<file path="src/rtl/sprite_anim_sequencer.sv">
// sprite_anim_sequencer: maps spritestate motion codes to sprite indices, stepping walk frames on divided frame ticks.
// Define SPRITE_ANIM_PINGPONG_EN for a bouncing walk cycle instead of a modulo wrap.
module sprite_anim_sequencer #(
   parameter int FRAME_DIV   = 6,
   parameter int WALK_FRAMES = 4
) (
   input  logic       Clk,
   input  logic       Reset,
   input  logic       frame_tick,
   input  logic [3:0] motion,
   input  logic       pause,
   output logic [3:0] sel,
   output logic       facing_left,
   output logic       frame_adv
);
   localparam logic [1:0] IDLE_R = 2'd0;
   localparam logic [1:0] IDLE_L = 2'd1;
   localparam logic [1:0] WALK_R = 2'd2;
   localparam logic [1:0] WALK_L = 2'd3;
   logic [1:0] state_q, state_d, next_st, idx_q, idx_d, idx_nx;
   logic [3:0] div_q, div_d, sel_q, sel_d;
   logic       fl_q, fl_d, adv_q, adv_d, tick, last, wrap;
   assign tick = frame_tick & ~pause;
   assign last = idx_q == 2'(WALK_FRAMES - 1);
   assign wrap = div_q == 4'(FRAME_DIV - 1);
   assign next_st = motion == 4'b0001 ? IDLE_R :
                    motion == 4'b0010 ? IDLE_L :
                    motion == 4'b0100 ? WALK_R :
                    motion == 4'b1000 ? WALK_L : state_q;
`ifdef SPRITE_ANIM_PINGPONG_EN
   // dir_q=1 means the index is currently counting down
   logic dir_q, dir_d, go_down;
   assign go_down = dir_q ? (idx_q != 2'd0) : last;
   assign idx_nx  = go_down ? idx_q - 2'd1 : idx_q + 2'd1;
   always_comb begin
      dir_d = dir_q;
      if (tick)
         dir_d = !next_st[1] || next_st != state_q ? 1'b0 : wrap ? go_down : dir_q;
   end
   always_ff @(posedge Clk)
      dir_q <= Reset ? 1'b0 : dir_d;
`else
   assign idx_nx = last ? 2'd0 : idx_q + 2'd1;
`endif
   always_comb begin
      state_d = state_q;
      idx_d   = idx_q;
      div_d   = div_q;
      if (tick) begin
         state_d = next_st;
         idx_d   = !next_st[1] || next_st != state_q ? 2'd0 : wrap ? idx_nx : idx_q;
         div_d   = !next_st[1] || next_st != state_q || wrap ? 4'd0 : div_q + 4'd1;
      end
      sel_d = state_d == IDLE_R ? 4'd0 :
              state_d == IDLE_L ? 4'd1 :
              state_d == WALK_R ? 4'd2 + {2'b00, idx_d} : 4'd6 + {2'b00, idx_d};
      fl_d  = state_d == IDLE_L || state_d == WALK_L;
      adv_d = sel_d != sel_q;
   end
   always_ff @(posedge Clk) begin
      if (Reset) begin
         state_q <= IDLE_R;
         idx_q   <= 2'd0;
         div_q   <= 4'd0;
         sel_q   <= 4'd0;
         fl_q    <= 1'b0;
         adv_q   <= 1'b0;
      end else begin
         state_q <= state_d;
         idx_q   <= idx_d;
         div_q   <= div_d;
         sel_q   <= sel_d;
         fl_q    <= fl_d;
         adv_q   <= adv_d;
      end
   end
   assign sel         = sel_q;
   assign facing_left = fl_q;
   assign frame_adv   = adv_q;
endmodule

</file>
<file path="config.mk">
export PLATFORM = sky130hd
export DESIGN_NAME = sprite_anim_sequencer
export DESIGN_NICKNAME = d
export VERILOG_FILES = /design/src/rtl/sprite_anim_sequencer.sv
export SDC_FILE = /design/constraint.sdc
export NUM_CORES = 1
export LEC_CHECK = 0
export BUFFER_PORTS_ARGS = -buffer_cell sky130_fd_sc_hd__buf_2
export CORE_MARGIN = 10
export CORE_UTILIZATION = 52
export CTS_CLUSTER_DIAMETER = 120
export CTS_CLUSTER_SIZE = 30
export DETAILED_ROUTE_END_ITERATION = 16
export PLACE_DENSITY = 0.75
export SLEW_MARGIN = 10
export SYNTH_ARGS = -nofsm -noshare
export SYNTH_HDL_FRONTEND = slang
export SYNTH_SLANG_ARGS = --single-unit
</file>
<file path="constraint.sdc">
create_clock -name Clk -period 2.5 [get_ports Clk]
set_input_delay 0.125 -clock Clk [delete_from_list [all_inputs] [get_ports Clk]]
set_output_delay 0.125 -clock Clk [all_outputs]
set_load 0.02 [all_outputs]
</file>
==> results of run 1 <==
[worst max path at each step]
stage | startpoint | slack (ns) | cells after the start | endpoint
after floorplan | state_q[0] | 0.60 | 7 | frame_adv
after CTS | div_q[0] | 0.48 | 7 | frame_adv
after global placement | div_q[0] | 0.51 | 7 | frame_adv
final | div_q[0] | 0.51 | 7 | frame_adv
after global routing | div_q[0] | 0.37 | 7 | frame_adv
after detailed placement | div_q[0] | 0.49 | 7 | frame_adv
[cell usage after synthesis]
master	n	area (um2)
sky130_fd_sc_hd__nand2_1	6	22.5
sky130_fd_sc_hd__a31o_4	1	17.5
sky130_fd_sc_hd__nand3b_1	2	15.0
sky130_fd_sc_hd__o31a_1	1	8.76
sky130_fd_sc_hd__nand4b_1	1	8.76
sky130_fd_sc_hd__a21oi_1	6	30.0
sky130_fd_sc_hd__or4_1	1	7.51
sky130_fd_sc_hd__or2_2	2	12.5
sky130_fd_sc_hd__o211ai_1	1	7.51
sky130_fd_sc_hd__inv_1	3	11.3
sky130_fd_sc_hd__or3b_1	1	8.76
sky130_fd_sc_hd__a21boi_2	1	11.3
sky130_fd_sc_hd__dfxtp_1	13	260
sky130_fd_sc_hd__o41ai_1	1	8.76
sky130_fd_sc_hd__xor2_1	2	17.5
sky130_fd_sc_hd__nor2_1	11	41.3
sky130_fd_sc_hd__clkbuf_1	2	7.51
sky130_fd_sc_hd__o21ai_0	3	15.0
sky130_fd_sc_hd__a22oi_1	1	7.51
sky130_fd_sc_hd__nor3_1	5	25.0
sky130_fd_sc_hd__a21o_1	1	7.51
sky130_fd_sc_hd__a211oi_1	1	7.51
sky130_fd_sc_hd__buf_4	1	7.51
sky130_fd_sc_hd__ha_1	3	37.5
sky130_fd_sc_hd__o31ai_1	1	7.51
sky130_fd_sc_hd__xnor2_1	1	8.76
sky130_fd_sc_hd__and2_1	1	6.26
sky130_fd_sc_hd__nor4b_1	1	8.76
sky130_fd_sc_hd__nor3b_2	1	12.5
sky130_fd_sc_hd__nand3_1	4	20.0
sky130_fd_sc_hd__nor2b_1	6	37.5
sky130_fd_sc_hd__nor3b_1	2	15.0
sky130_fd_sc_hd__or3_1	1	6.26
sky130_fd_sc_hd__a41oi_1	1	8.76
sky130_fd_sc_hd__o32ai_1	1	8.76
sky130_fd_sc_hd__nor4_1	1	6.26
sky130_fd_sc_hd__buf_6	1	11.3
sky130_fd_sc_hd__nand2b_1	1	6.26
sky130_fd_sc_hd__and3_1	1	6.26
[per-layer routing]
| layer | GRT usage [%] | vias to the layer above | wire length, um |
|---|---|---|---|
| li1 | - | 361 | - |
| met1 | 12.0 | 299 | 788 |
| met2 | 12.6 | 18 | 614 |
| met3 | 4.29 | 2 | 154 |
| met4 | 1.97 | 0 | 12 |
| met5 | 0 | - | 0 |
[state kept, by name, indices dropped and copies added, names as in the netlist]
| signal | count |
|---|---|
| sel | 4 |
| frame_adv | 1 |
| div_q | 4 |
| state_q | 2 |
| idx_q | 2 |
[area by class of cell]
cell class              instances  area share (%)
multi-input cells              74            55.5
flip-flops and latches         13            30.3
repair buffers                 13            7.58
clock buffers                   4            3.06
well taps                      15            2.19
inverters                       3            1.31
[worst register-to-register path: stages, from the launching register on]
cell and delay, ns:
sky130_fd_sc_hd__dfxtp_1 0.40, sky130_fd_sc_hd__ha_1 0.17, sky130_fd_sc_hd__nand3b_1 0.18, sky130_fd_sc_hd__o41ai_1 0.43, sky130_fd_sc_hd__a31o_4 0.18, sky130_fd_sc_hd__nand2_1 0.09, sky130_fd_sc_hd__nor4b_1 0.31, sky130_fd_sc_hd__o32ai_1 0.12
[cells by family (layout without fill, tap and decap cells)]
logic type,count (synthesis),after routing,share of synthesized area [%]
adder cells (fa/ha/maj),3,3,4.85
AND/OR/NAND/NOR,48,48,34.4
AO/OA/AOI/OAI,20,20,18.9
flip-flops,13,13,33.6
buffers and inverters,7,20,4.85
XOR/XNOR,3,3,3.39
[metrics by stage]
step / power (uW) / instance area, um2 / cells / hold WS (ns) / setup slack, ns
finish: 403 / 858 / 122 / 0.157 / 0.511
detailed placement: 282 / 832 / 118 / 0.436 / 0.494
global placement: 281 / 832 / 118 / 0.429 / 0.510
global route: 424 / 858 / 122 / 0.174 / 0.370
floorplan: 266 / 774 / 94 / 0.366 / 0.596
CTS: 408 / 858 / 122 / 0.147 / 0.482
[power breakdown]
| group | internal [uW] | leakage, uW | switching, uW |
|---|---|---|---|
| Clock | 61.6 | 0.0000150 | 64.4 |
| Sequential | 212 | 0.000105 | 3.63 |
| Combinational | 24.2 | 0.000235 | 36.5 |
==> summary by stage, run 1 <==
Cells and area
Summing all multi-input logic gate instances after layout gives 477 um2. In the layout the commonest cells are 13 x sky130_fd_sc_hd__dfxtp_1, 13 x sky130_fd_sc_hd__buf_2, 11 x sky130_fd_sc_hd__nor2_1. The layout-stage area growth over the synthesis result is 10.8%. 0 antenna diodes ended up in the layout.

Registers take 260 um2. After filler insertion, the fill cell instance count of the layout stands at 124. The share of final-layout standard cells stronger than drive strength 1 is 19.6%. The layout net count is 119. The core occupancy in the finished layout is 63.6%.

Clock tree
The post-cts hold buffer count is 0. Post-CTS repair changed the size of 0 cells. TritonCTS built the clock tree.

The total clock sinks is 13. Counting along the longest clock path gives a buffer depth of 2. Clock-pin slew was measured on the worst setup and hold paths at 0.08 ns. The CTS H-tree depth is 1. The total setup buffers inserted after CTS is 0. The cell at the root of the clock tree is sky130_fd_sc_hd__clkbuf_4. At the later pin of the worst-skew pair, clock insertion delay measures 0.26 ns. The number of buffers created by CTS is 3.

Critical path
The required arrival time at the worst endpoint is 2.65 ns. The kind of start point of the critical path is a flop. The standard cell with the maximum stage delay on the critical path is sky130_fd_sc_hd__o41ai_1. The register-to-register setup slack is 0.51 ns. The launch point of the worst reg-to-reg path is div_q[0]. The number of buffers and inverters on the critical path is 0.

The endpoint of the lowest-slack register-to-register path is frame_adv. The worst register-to-register path has a depth of 7. Of all nets on the critical path, the largest fanout is 6.

The critical path is of the reg -> reg type. The endpoint type of the worst setup path is a flop. The critical path goes through ha_1, nand3b_1, o41ai_1, a31o_4, nand2_1, nor4b_1, o32ai_1. The endpoint arrival time on the critical path is 2.14 ns.

For this run, the slowest stage of the critical path takes 0.43 ns. Grouping stages by cell kind, the critical path spends the most delay in compound AO/OA/AOI/OAI gates.

Detailed routing
The number of search-and-repair iterations in the first detailed-routing pass is 4. In this run, the number of DRC markers left after iteration 0 of detailed routing was 10. After detailed routing, the number of remaining DRC violations is 0. The remaining antenna violation count after routing is 0.

After detailed routing, the total wire length is 1.57 mm. The per-cell via count in the routed design is 5.57. For this block, the via count after detailed routing is 680. The routed length per instance is 12.9 um.

GRT
The remaining global-route overflow is 0. The number of antenna violations at the first check in global routing is 0. The via count of the first global-routing pass is 589. The maximum number of pins on one net before global-route repair is 13. The wire length of the first global-routing pass is 2.54 mm. The global-route usage over all layers is 8.95%.

Placed design
The weighted congestion at the end of routability-driven global placement is 0.804. The HPWL after detailed placement is 1.19 mm. Port buffering added 13 buffers.

STA
The maximum operating frequency is 503 MHz. The post-route setup TNS is 0 ns. The number of max-slew violations in the final report was 0.

The clock arrives with 0.00169 ns of skew. Setup repair after global routing left no endpoint under its margin. The final number of setup-violating endpoints is 0. The final period utilization is 79.6%. The relative slew slack is 63.0%.

The transition time at the pin with the least slew margin is 0.555 ns. The final number of hold-violating endpoints came to 0. The minimum clock period is 1.99 ns.

Synthesis
The synthesized instance count is 94. The number of warning messages in the yosys log is 0. Of the synthesized area, sequential elements account for 33.6%.

The mapped netlist covers 774 um2. The number of synthesized register bits is 13. The per-instance average area after synthesis is 8.24 um2. The number of nets produced by synthesis is 105. The number of unique standard cell types used by synthesis is 39.

Power
The static leakage power is 0.000355 uW. The worst voltage drop across the vdd grid is 307 uV. For this design the ratio of total power to cell area is 469 nW/um2.

Floorplanning
Measured along the y axis, the die boundary spans 58.6 um. The core region is 1350 um2. Pin placement for this block handled 14 I/O pins. The number of placement rows is 13. The die extent in x is 58.6 um. The initial utilization of the core area, before any placement, comes to 57.4%. The die outline area is 3430 um2.

Min path
The min-delay analysis places its worst path in the category in -> reg. The startpoint identified for the worst hold timing path is Reset. Counting instances, the worst hold path has a depth of 2.

For hold timing, the worst endpoint is div_q[2].

Flow run
Across the run, the number of max-cap violations was 0.

Run status
The run finished with clean final reports.
Power figures use the tool's default switching activity.
==> run 2: changes to the inputs <==
==> constraint.sdc (replaced) <==
create_clock -name Clk -period 2.05 [get_ports Clk]
set_input_delay 0.1025 -clock Clk [delete_from_list [all_inputs] [get_ports Clk]]
set_output_delay 0.1025 -clock Clk [all_outputs]
set_load 0.02 [all_outputs]
==> summary by stage, run 2 (synthesized netlist as in run 1, its figures left out) <==
Clock tree
Clock tree synthesis inserted a total of 3 buffers. The clock passes through at most 2 buffers. The cell sitting at the root of the clock tree is a sky130_fd_sc_hd__clkbuf_4. The CTS H-tree depth is 1. The TritonCTS clock tree is done.

The clock drives 13 sinks. After clock tree synthesis, the clock-pin slew on the worst setup and hold paths is 0.07 ns. The clock insertion delay at the later pin of the skew report is 0.26 ns.

STA
Setup violations remaining at the end of the flow were counted as 0. The worst-case setup margin in the final layout is 0.128 ns. The final setup skew is 0.00347 ns.

Adding up every negative setup slack in the final design gives 0 ns. The relative slew slack is 57.3%. The final period utilization is 93.8%. Setup repair after global routing could not meet its margin everywhere. The minimum clock period is 1.92 ns. The final number of hold-violating endpoints was 0. At the pin with the least slew margin, the transition time is 0.640 ns. Static timing analysis puts the maximum clock frequency at 520 MHz. The number of max-slew violations in the final report is 0.

Cells and area
After the last flow step, the layout net total stands at 122. The number of filler cells placed in the layout is 122. In the layout the commonest cells are 13 x sky130_fd_sc_hd__dfxtp_1, 13 x sky130_fd_sc_hd__buf_2, 11 x sky130_fd_sc_hd__nor2_1. The number of antenna diodes in the final layout is 0. The area of all placed cells without fillers is 881 um2. The layout-stage area growth over the synthesis result is 13.7%. The core occupancy in the finished layout is 65.2%. The share of final-layout standard cells stronger than drive strength 1 is 21.8%.

Placed design
During placement, the flow inserted port buffers numbering 13. The weighted congestion at the end of routability-driven global placement is 0.776. The worst-case setup slack after placement is 0.116 ns. The placed instance area is 855 um2. The half-perimeter wire length after placement is 1.30 mm.

Min path
The worst hold path terminates at div_q[3]. The worst hold path passes through 2 cells. The worst hold path begins at Reset. The min-delay analysis places its worst path in the category in -> reg.

Power
The total power draw is 490 uW. The worst voltage drop across the vdd grid is 329 uV. For this design the ratio of total power to cell area is 557 nW/um2.

The static leakage power is 0.000369 uW.

Detailed routing
After the first detailed-routing iteration, the DRC count stood at 9. The routed length per instance is 13.1 um. The number of search-and-repair iterations in the first detailed-routing pass is 4. For this run, design rule violations remaining after detail routing come to 0. The via count is 713. The routed design has 1.64 mm of wire. The detail route stage leaves a number of antenna-violating nets equal to 0. The per-cell via count in the routed design is 5.70.

GRT
The total overflow left after global routing is 0. Entering global routing, the biggest net connects 12 pins. The number of antenna violations at the first check in global routing is 0. The global-route usage over all layers is 9.94%.

The wire length of the first global-routing pass is 2.84 mm. The via count of the first global-routing pass is 700.

Critical path
The highest cell delay on the worst timing path is 0.37 ns. In this run the critical register-to-register path is launched from state_q[0]. STA classifies the critical path startpoint as a flop. The worst setup path is captured at a flop.

The largest individual stage delay along the critical path comes from the cell sky130_fd_sc_hd__or3b_1. Data arrives at the worst endpoint at 2.07 ns. The number of buffers and inverters on the critical path is 0. The family of cells with the greatest summed delay on the critical path is simple AND/OR/NAND/NOR gates.

Of all nets on the critical path, the largest fanout is 6. The register-to-register setup slack is 0.13 ns. The endpoint identified for the worst register-to-register timing path is frame_adv.

The classification of the worst setup path is reg -> reg. The required arrival time at the worst endpoint is 2.20 ns. Measured in cells, the most critical reg-to-reg path has a length of 7. The signal on the critical path passes through or3b_1, a21boi_2, nor3b_2, a31o_4, or3_1, a21oi_1, o32ai_1.

Run status
The flow ran to the end, and the final reports show no timing, DRC or antenna violations.

Floorplanning
The die extent in x is 58.6 um. The initial utilization of the core area, before any placement, comes to 57.4%. The I/O pin total is 14.

The die height is 58.6 um. The die outline area is 3430 um2. The initialized floorplan defines 13 standard-cell rows. The core box area is 1350 um2.

Flow run
The max capacitance violation total is 0.
run 2: through the flow:
step	hold WS, ns	instances
finish	0.126	125
global route	0.145	125
CTS	0.129	125
detailed placement	0.415	121
global placement	0.406	121
floorplan	0.344	94
run 2: per-layer routing:
metal | global-route usage (%) | vias to the layer above | share of wire, %
met5 | 0 | - | 0
met4 | 2.95 | 0 | 0.73
met3 | 3.22 | 2 | 5.9
met2 | 17.0 | 10 | 47
met1 | 11.4 | 332 | 47
li1 | - | 369 | -
run 2: worst max-delay path by stage:
| stage | to | from | slack [ns] | cells past startpoint |
|---|---|---|---|---|
| 6_report | frame_adv | state_q[0] | 0.13 | 7 |
| 5_1_grt | frame_adv | div_q[0] | -0.01 | 7 |
| 4_1_cts | frame_adv | state_q[0] | 0.10 | 7 |
| 3_5_place_dp | frame_adv | state_q[0] | 0.12 | 7 |
| 3_3_place_gp | frame_adv | div_q[0] | 0.15 | 7 |
| 2_1_floorplan | frame_adv | state_q[0] | 0.15 | 7 |
run 2: report_power, final:
group,internal (uW),switching (uW),total [uW]
Sequential,259,4.66,264
Clock,75.2,73.9,149
Combinational,32.0,45.7,77.6
Total,366,124,490
run 2: timing repair:
| action | 4_1_cts | 5_1_grt |
|---|---|---|
| endpoints found under the setup margin | 0 | 1 |
| hold buffers | 0 | 0 |
| resized for setup | 0 | 0 |
| buffers inserted | 0 | 0 |
run 2: layout make-up:
class | instances | area [um2] | share of cell area [%]
clock buffers | 4 | 26.3 | 2.98
inverters | 3 | 11.3 | 1.28
multi-input cells | 74 | 477 | 54.1
flip-flops and latches | 13 | 260 | 29.5
well taps | 15 | 18.8 | 2.13
repair buffers | 16 | 87.6 | 9.94
